File: config.mk
export PLATFORM = sky130hd
export DESIGN_NAME = fir_mac_accumulator
export DESIGN_NICKNAME = d
export VERILOG_FILES = /design/src/rtl/fir_pkg.sv /design/src/rtl/q15_round_sat.sv /design/src/rtl/fir_mac_accumulator.sv
export SDC_FILE = /design/constraint.sdc
export NUM_CORES = 1
export LEC_CHECK = 0
export BUFFER_PORTS_ARGS = -buffer_cell sky130_fd_sc_hd__buf_2
export CORE_MARGIN = 10
export CORE_UTILIZATION = 52
export DETAILED_ROUTE_END_ITERATION = 10
export PLACE_DENSITY_LB_ADDON = 0.25
export SYNTH_ARGS = -nofsm -noshare
export SYNTH_HDL_FRONTEND = slang
export SYNTH_SLANG_ARGS = --single-unit
export TNS_END_PERCENT = 50
File: constraint.sdc
create_clock -name clk -period 6.15 [get_ports clk]
set_input_delay 0.9225 -clock clk [delete_from_list [all_inputs] [get_ports clk]]
set_output_delay 0.9225 -clock clk [all_outputs]
set_load 0.005 [all_outputs]
File: src/rtl/fir_pkg.sv
// Shared constants and FSM encoding for the equalizer band-filter datapath.
// Also used by the band-gain stage, so the Q1.15 limits live here.
package fir_pkg;
    localparam int NUM_TAPS   = 64;
    localparam int DATA_W     = 16;
    localparam int COEF_W     = 16;
    localparam int ACC_W      = 40;
    localparam int FRAC_W     = DATA_W - 1;
    localparam int Q15_MAX    = 32767;
    localparam int Q15_MIN    = -32768;
    localparam int ROUND_HALF = 1 << 14;

    typedef enum logic {
        S_SYNC = 1'b0,
        S_RUN  = 1'b1
    } fir_state_t;
endpackage

File: src/rtl/q15_round_sat.sv
// Round-half-up and saturate a wide signed Q.30 sum down to signed Q1.15.
// Latency: purely combinational.
// Backpressure: none.
module q15_round_sat
    import fir_pkg::*;
#(
    parameter int IN_W = ACC_W
) (
    input  logic signed [IN_W-1:0]   acc,
    output logic signed [DATA_W-1:0] q15
);
    localparam logic signed [IN_W-1:0] RND = IN_W'(ROUND_HALF);
    localparam logic signed [IN_W-1:0] HI  = IN_W'(Q15_MAX);
    localparam logic signed [IN_W-1:0] LO  = IN_W'(Q15_MIN);

    logic signed [IN_W-1:0] biased;
    logic signed [IN_W-1:0] shifted;

    assign biased  = acc + RND;
    assign shifted = biased >>> FRAC_W;

    always_comb begin
        if (shifted > HI) begin
            q15 = DATA_W'(Q15_MAX);
        end else if (shifted < LO) begin
            q15 = DATA_W'(Q15_MIN);
        end else begin
            q15 = shifted[DATA_W-1:0];
        end
    end
endmodule

File: src/rtl/fir_mac_accumulator.sv
// Serial multiply-accumulate over one tap frame; one rounded, saturated Q1.15 sample per frame.
// Latency: result registered two edges after the phase_63 slot (valid during count 1 of next frame).
// Backpressure: none; inputs are consumed every cycle.
module fir_mac_accumulator #(
    parameter int NUM_TAPS = fir_pkg::NUM_TAPS,
    parameter int DATA_W   = fir_pkg::DATA_W,
    parameter int COEF_W   = fir_pkg::COEF_W,
    parameter int ACC_W    = fir_pkg::ACC_W
) (
    input  logic                          clk,
    input  logic                          rst,
    input  logic [$clog2(NUM_TAPS)-1:0]   current_count,
    input  logic                          phase_63,
    input  logic signed [DATA_W-1:0]      i_tap_sample,
    input  logic signed [COEF_W-1:0]      i_coeff,
    output logic signed [DATA_W-1:0]      o_filtered_sample,
    output logic                          o_valid,
    output logic                          o_sync_err
);
    import fir_pkg::*;

    localparam int                CNT_W    = $clog2(NUM_TAPS);
    localparam int                P_W      = DATA_W + COEF_W;
    localparam logic [CNT_W-1:0]  LAST_IDX = CNT_W'(NUM_TAPS - 1);

    fir_state_t              state;
    logic                    at_last;
    logic                    mismatch;
    logic                    aligned;

    logic signed [P_W-1:0]   prod_r;
    logic                    vld_r;
    logic                    first_r;
    logic                    last_r;
    logic signed [ACC_W-1:0] acc;
    logic signed [ACC_W-1:0] frame_sum;
    logic signed [DATA_W-1:0] rs_q15;

    assign at_last  = (current_count == LAST_IDX);
    assign mismatch = phase_63 ^ at_last;
    assign aligned  = phase_63 & at_last;

    always_ff @(posedge clk or negedge rst) begin
        if (!rst) begin
            state      <= S_SYNC;
            o_sync_err <= 1'b0;
        end else begin
            o_sync_err <= mismatch;
            if (mismatch) begin
                state <= S_SYNC;
            end else if (aligned) begin
                state <= S_RUN;
            end
        end
    end

    // A mismatching slot never tags a frame end, so a broken frame cannot emit.
    always_ff @(posedge clk or negedge rst) begin
        if (!rst) begin
            prod_r            <= '0;
            vld_r             <= 1'b0;
            first_r           <= 1'b0;
            last_r            <= 1'b0;
            acc               <= '0;
            o_filtered_sample <= '0;
            o_valid           <= 1'b0;
        end else begin
            prod_r  <= i_tap_sample * i_coeff;
            vld_r   <= (state == S_RUN) && !mismatch;
            first_r <= (current_count == '0);
            last_r  <= phase_63 && !mismatch;

            if (vld_r) begin
                acc <= first_r ? ACC_W'(prod_r) : acc + ACC_W'(prod_r);
            end

            o_valid <= vld_r && last_r;
            if (vld_r && last_r) begin
                o_filtered_sample <= rs_q15;
            end
        end
    end

    assign frame_sum = acc + ACC_W'(prod_r);

    q15_round_sat #(
        .IN_W (ACC_W)
    ) u_round_sat (
        .acc (frame_sum),
        .q15 (rs_q15)
    );
endmodule

==> results by group <==
Critical path
  • Launching point of the worst reg2reg path: prod_r[16]
  • Data arrival, critical path: 6820 ps
  • Critical Path Sink Type: register
  • Kind of start point of the critical path: input port
  • Depth of the worst register-to-register path: 15
  • Reg-to-reg slack, setup: 650 ps
  • Endpoint of the worst-slack reg-to-reg timing path: o_filtered_sample[1]
  • Largest fanout of any net on the critical path: 11
  • Required time at the endpoint of the critical path: 6430 ps
  • Crit Path Class: input port to register

GRT
  • Number of global-route vias before repair: 13390
  • Overall overflow remaining after global route: 0
  • Antenna violations before repair: 0
  • First-pass GRT wire length: 63.95 mm
  • Pin count of the biggest net entering global routing: 79
  • Global-route usage over all layers: 19.65%

Yosys
  • Proportion of synthesized flip-flops having asynchronous set or reset: 100.0%
  • Post-synthesis area per instance: 8.828 sq um
  • Top cell type by total area after synthesis: fa_1
  • Fraction of the yosys area taken by sequential cells: 14.37%
  • Total of flip-flops plus latches after synthesis: 94
  • Main flop type after synthesis: dfrtp_1
  • Main area contributors after synthesis: fa_1 32%, dfrtp_1 14%, ha_1 9.5%, inv_1 8.0%, and2_1 5.3%
  • Count of warnings emitted by yosys: 0
  • Netlist cell types: 73
  • Mapped Nets: 2282
  • EDFF count, synth: 0
  • Netlist area before placement: 16370 sq um
  • Gate count after technology mapping: 1854
  • Proportion of netlist area held by the largest area contributor: 32.17%

Detailed routing
  • Post-route ant nets: 0
  • Number of optimization iterations in the first detailed-route pass: 7
  • # DRC: 0
  • DR iter-0 viols: 773
  • Via count: 12760
  • Detail-routed net length per standard cell: 15.35 um
  • DR vias/cell: 5.310
  • Final routed wirelength across all metal layers: 36.88 mm

Cells and area
  • Final net count: 2429
  • Most frequent cells in the layout: 331 x inv_1, 251 x fa_1, 154 x buf_4
  • Diodes inserted: 0
  • Share of post-route cells with drive strength above 1: 16.10%
  • Commonest non-fill, non-tap cell in the layout: inv_1
  • Fillers: 2595
  • Layout Cell Area excl Fill: 18760 sq um
  • Layout area overhead: 14.60%

Clock tree
  • CTS root buf: clkbuf_16
  • Post-CTS clock slew at the launch and capture registers of the worst setup and hold paths: 70 ps
  • Clock H-tree levels: 3
  • Clock latency on the worst-skew pair: 350 ps
  • TritonCTS Buffers: 9
  • Clock net sink count: 94
  • CTS Hold Bufs: 0
  • Clock tree from TritonCTS: yes
  • Clock buffer depth: 2

Timing
  • Total negative slack: -1834 ps
  • Smallest setup slack after layout: -392.4 ps
  • Final critical path time including I/O delays and setup: 6542 ps
  • Highest clock rate: 0.1528 GHz
  • Final Hold Fails: 0
  • RSZ-0062 raised after global routing: yes
  • Post-route clock skew: 11.43 ps
  • Final hold slack: 479.8 ps
  • Max transition margin: 46.86%
  • Measured slew at the worst slew-check pin: 797.1 ps
  • Period utilisation layout: 106.4%
  • Final Setup Violations: 7
  • Total count of max-transition violations in the final report: 0

Min path
  • Worst hold stages: 2
  • Hold worst-path end: state
  • Hold Path Class: register to register
  • Hold path start: state

Floorplanning
  • Row cnt: 64
  • Die boundary width: 197.4 um
  • Number of top-level pins: 59
  • DIE HEIGHT: 197.4 um
  • Starting utilization of the core area: 53.09%
  • Floorplan die area: 38970 sq um
  • Core outline area: 30830 sq um

Place
  • Detail Placement HPWL: 31.14 mm
  • Placed Area: 18110 sq um
  • Port buffer count: 58
  • Last weighted congestion value of the routability-driven placer: 0.9372
  • Setup WS pre-CTS: -949.6 ps

Outcome
  • Failing checks: negative setup slack
  • Run status: finished, violations left

Job
  • Max-cap viol count: 0
synthesized netlist by cell type, types with 3 or more instances:
master	number
a211oi_1	5
a21o_1	21
a21oi_1	129
a221o_1	17
a22oi_1	3
a311o_1	3
a31oi_1	9
and2_1	138
and3_1	13
and4_1	3
buf_2	9
buf_4	3
clkbuf_1	57
dfrtp_1	94
fa_1	263
ha_1	124
inv_1	347
mux2_2	4
mux2i_1	10
nand2_1	154
nand2b_1	10
nand3_1	24
nand4_1	12
nor2_1	116
nor2b_1	14
nor3_1	25
nor3b_1	4
nor4_1	7
o211a_1	3
o211ai_1	16
o21a_1	18
o21ai_0	33
o21ai_1	7
o21bai_1	9
o31ai_1	4
or2_2	4
or3_1	13
or4_1	6
xnor2_1	62
xor2_1	20
registers in the layout (all words and copies together) (netlist names):
signal             flops
first_r                1
last_r                 1
acc                   40
vld_r                  1
o_sync_err             1
prod_r                32
state                  1
o_valid                1
o_filtered_sample     16
cells by family (layout without fill, tap and decap cells):
| group | count (synthesis) | in the layout | synth area share [%] |
|---|---|---|---|
| DFF | 94 | 94 | 14.37 |
| AOI/OAI and AO/OA | 301 | 301 | 11.73 |
| muxes | 15 | 15 | 0.9556 |
| buffers and inverters | 420 | 572 | 9.816 |
| xor gates and xnor gates | 82 | 82 | 4.388 |
| and+or+nand+nor | 555 | 555 | 17.09 |
| adders and majority gates | 387 | 387 | 41.65 |
cell type report:
cell class                      instances  area (sq um)  share of cell area, %
Multi-Input combinational cell       1340         12690                  67.65
Timing Repair Buffer                  208          1618                  8.625
Inverter                              348          1309                  6.978
Clock inverter                          7         65.06                 0.3469
Clock buffer                            9         225.2                  1.201
Sequential cell                        94          2355                  12.55
Tap cell                              396         495.5                  2.642
metrics by stage:
step | instances | util [%]
after detailed placement | 2379 | 58.75
after global routing | 2402 | 60.84
after global placement | 2379 | 58.75
after CTS | 2402 | 60.66
final | 2402 | 60.84
after floorplan | 1854 | -
worst max path at each step:
| stage | endpoint | cells after the start | startpoint |
|---|---|---|---|
| 3_5_place_dp | prod_r[30] | 25 | i_coeff[6] |
| 5_1_grt | prod_r[29] | 27 | i_coeff[6] |
| 6_report | prod_r[29] | 25 | i_coeff[3] |
| 2_1_floorplan | prod_r[30] | 25 | i_coeff[4] |
| 3_3_place_gp | prod_r[30] | 25 | i_coeff[6] |
| 4_1_cts | prod_r[30] | 25 | i_coeff[6] |
critical path, cell delays in order:
cell and delay (ps):
buf_12 120, and2_4 140, fa_1 540, inv_2 40, fa_2 560, fa_2 450
inv_2 70, fa_2 440, fa_1 550, inv_2 40, fa_1 540, inv_2 50
ha_4 240, a21o_1 210, a21oi_4 130, nor3b_2 180, o211ai_1 150, nand2_1 140
o21ai_2 80, or4_4 430, a31oi_4 190, nor2b_2 70, o211ai_1 220, nor2b_2 200
xnor2_1 120
what timing repair did:
| item | 4_1_cts | 5_1_grt |
|---|---|---|
| setup buffers | 6 | 0 |
| setup endpoints to repair | 8 | 9 |
| pin swaps | 25 | 26 |
| cloned | 1 | 0 |
| hold endpoints to repair | 0 | 0 |
| resized for setup | 77 | 19 |
routing by layer:
layer	vias to the layer above	track usage [%]	wire length, um
met5	-	0	0
met4	0	4.101	435
met3	31	2.504	1653
met2	286	32.85	17210
met1	6247	26.86	17580
li1	6191	-	-
Power is left out: the tool's default activity adds up to more than one toggle a clock period on the data nets, which glitch-free logic cannot reach.
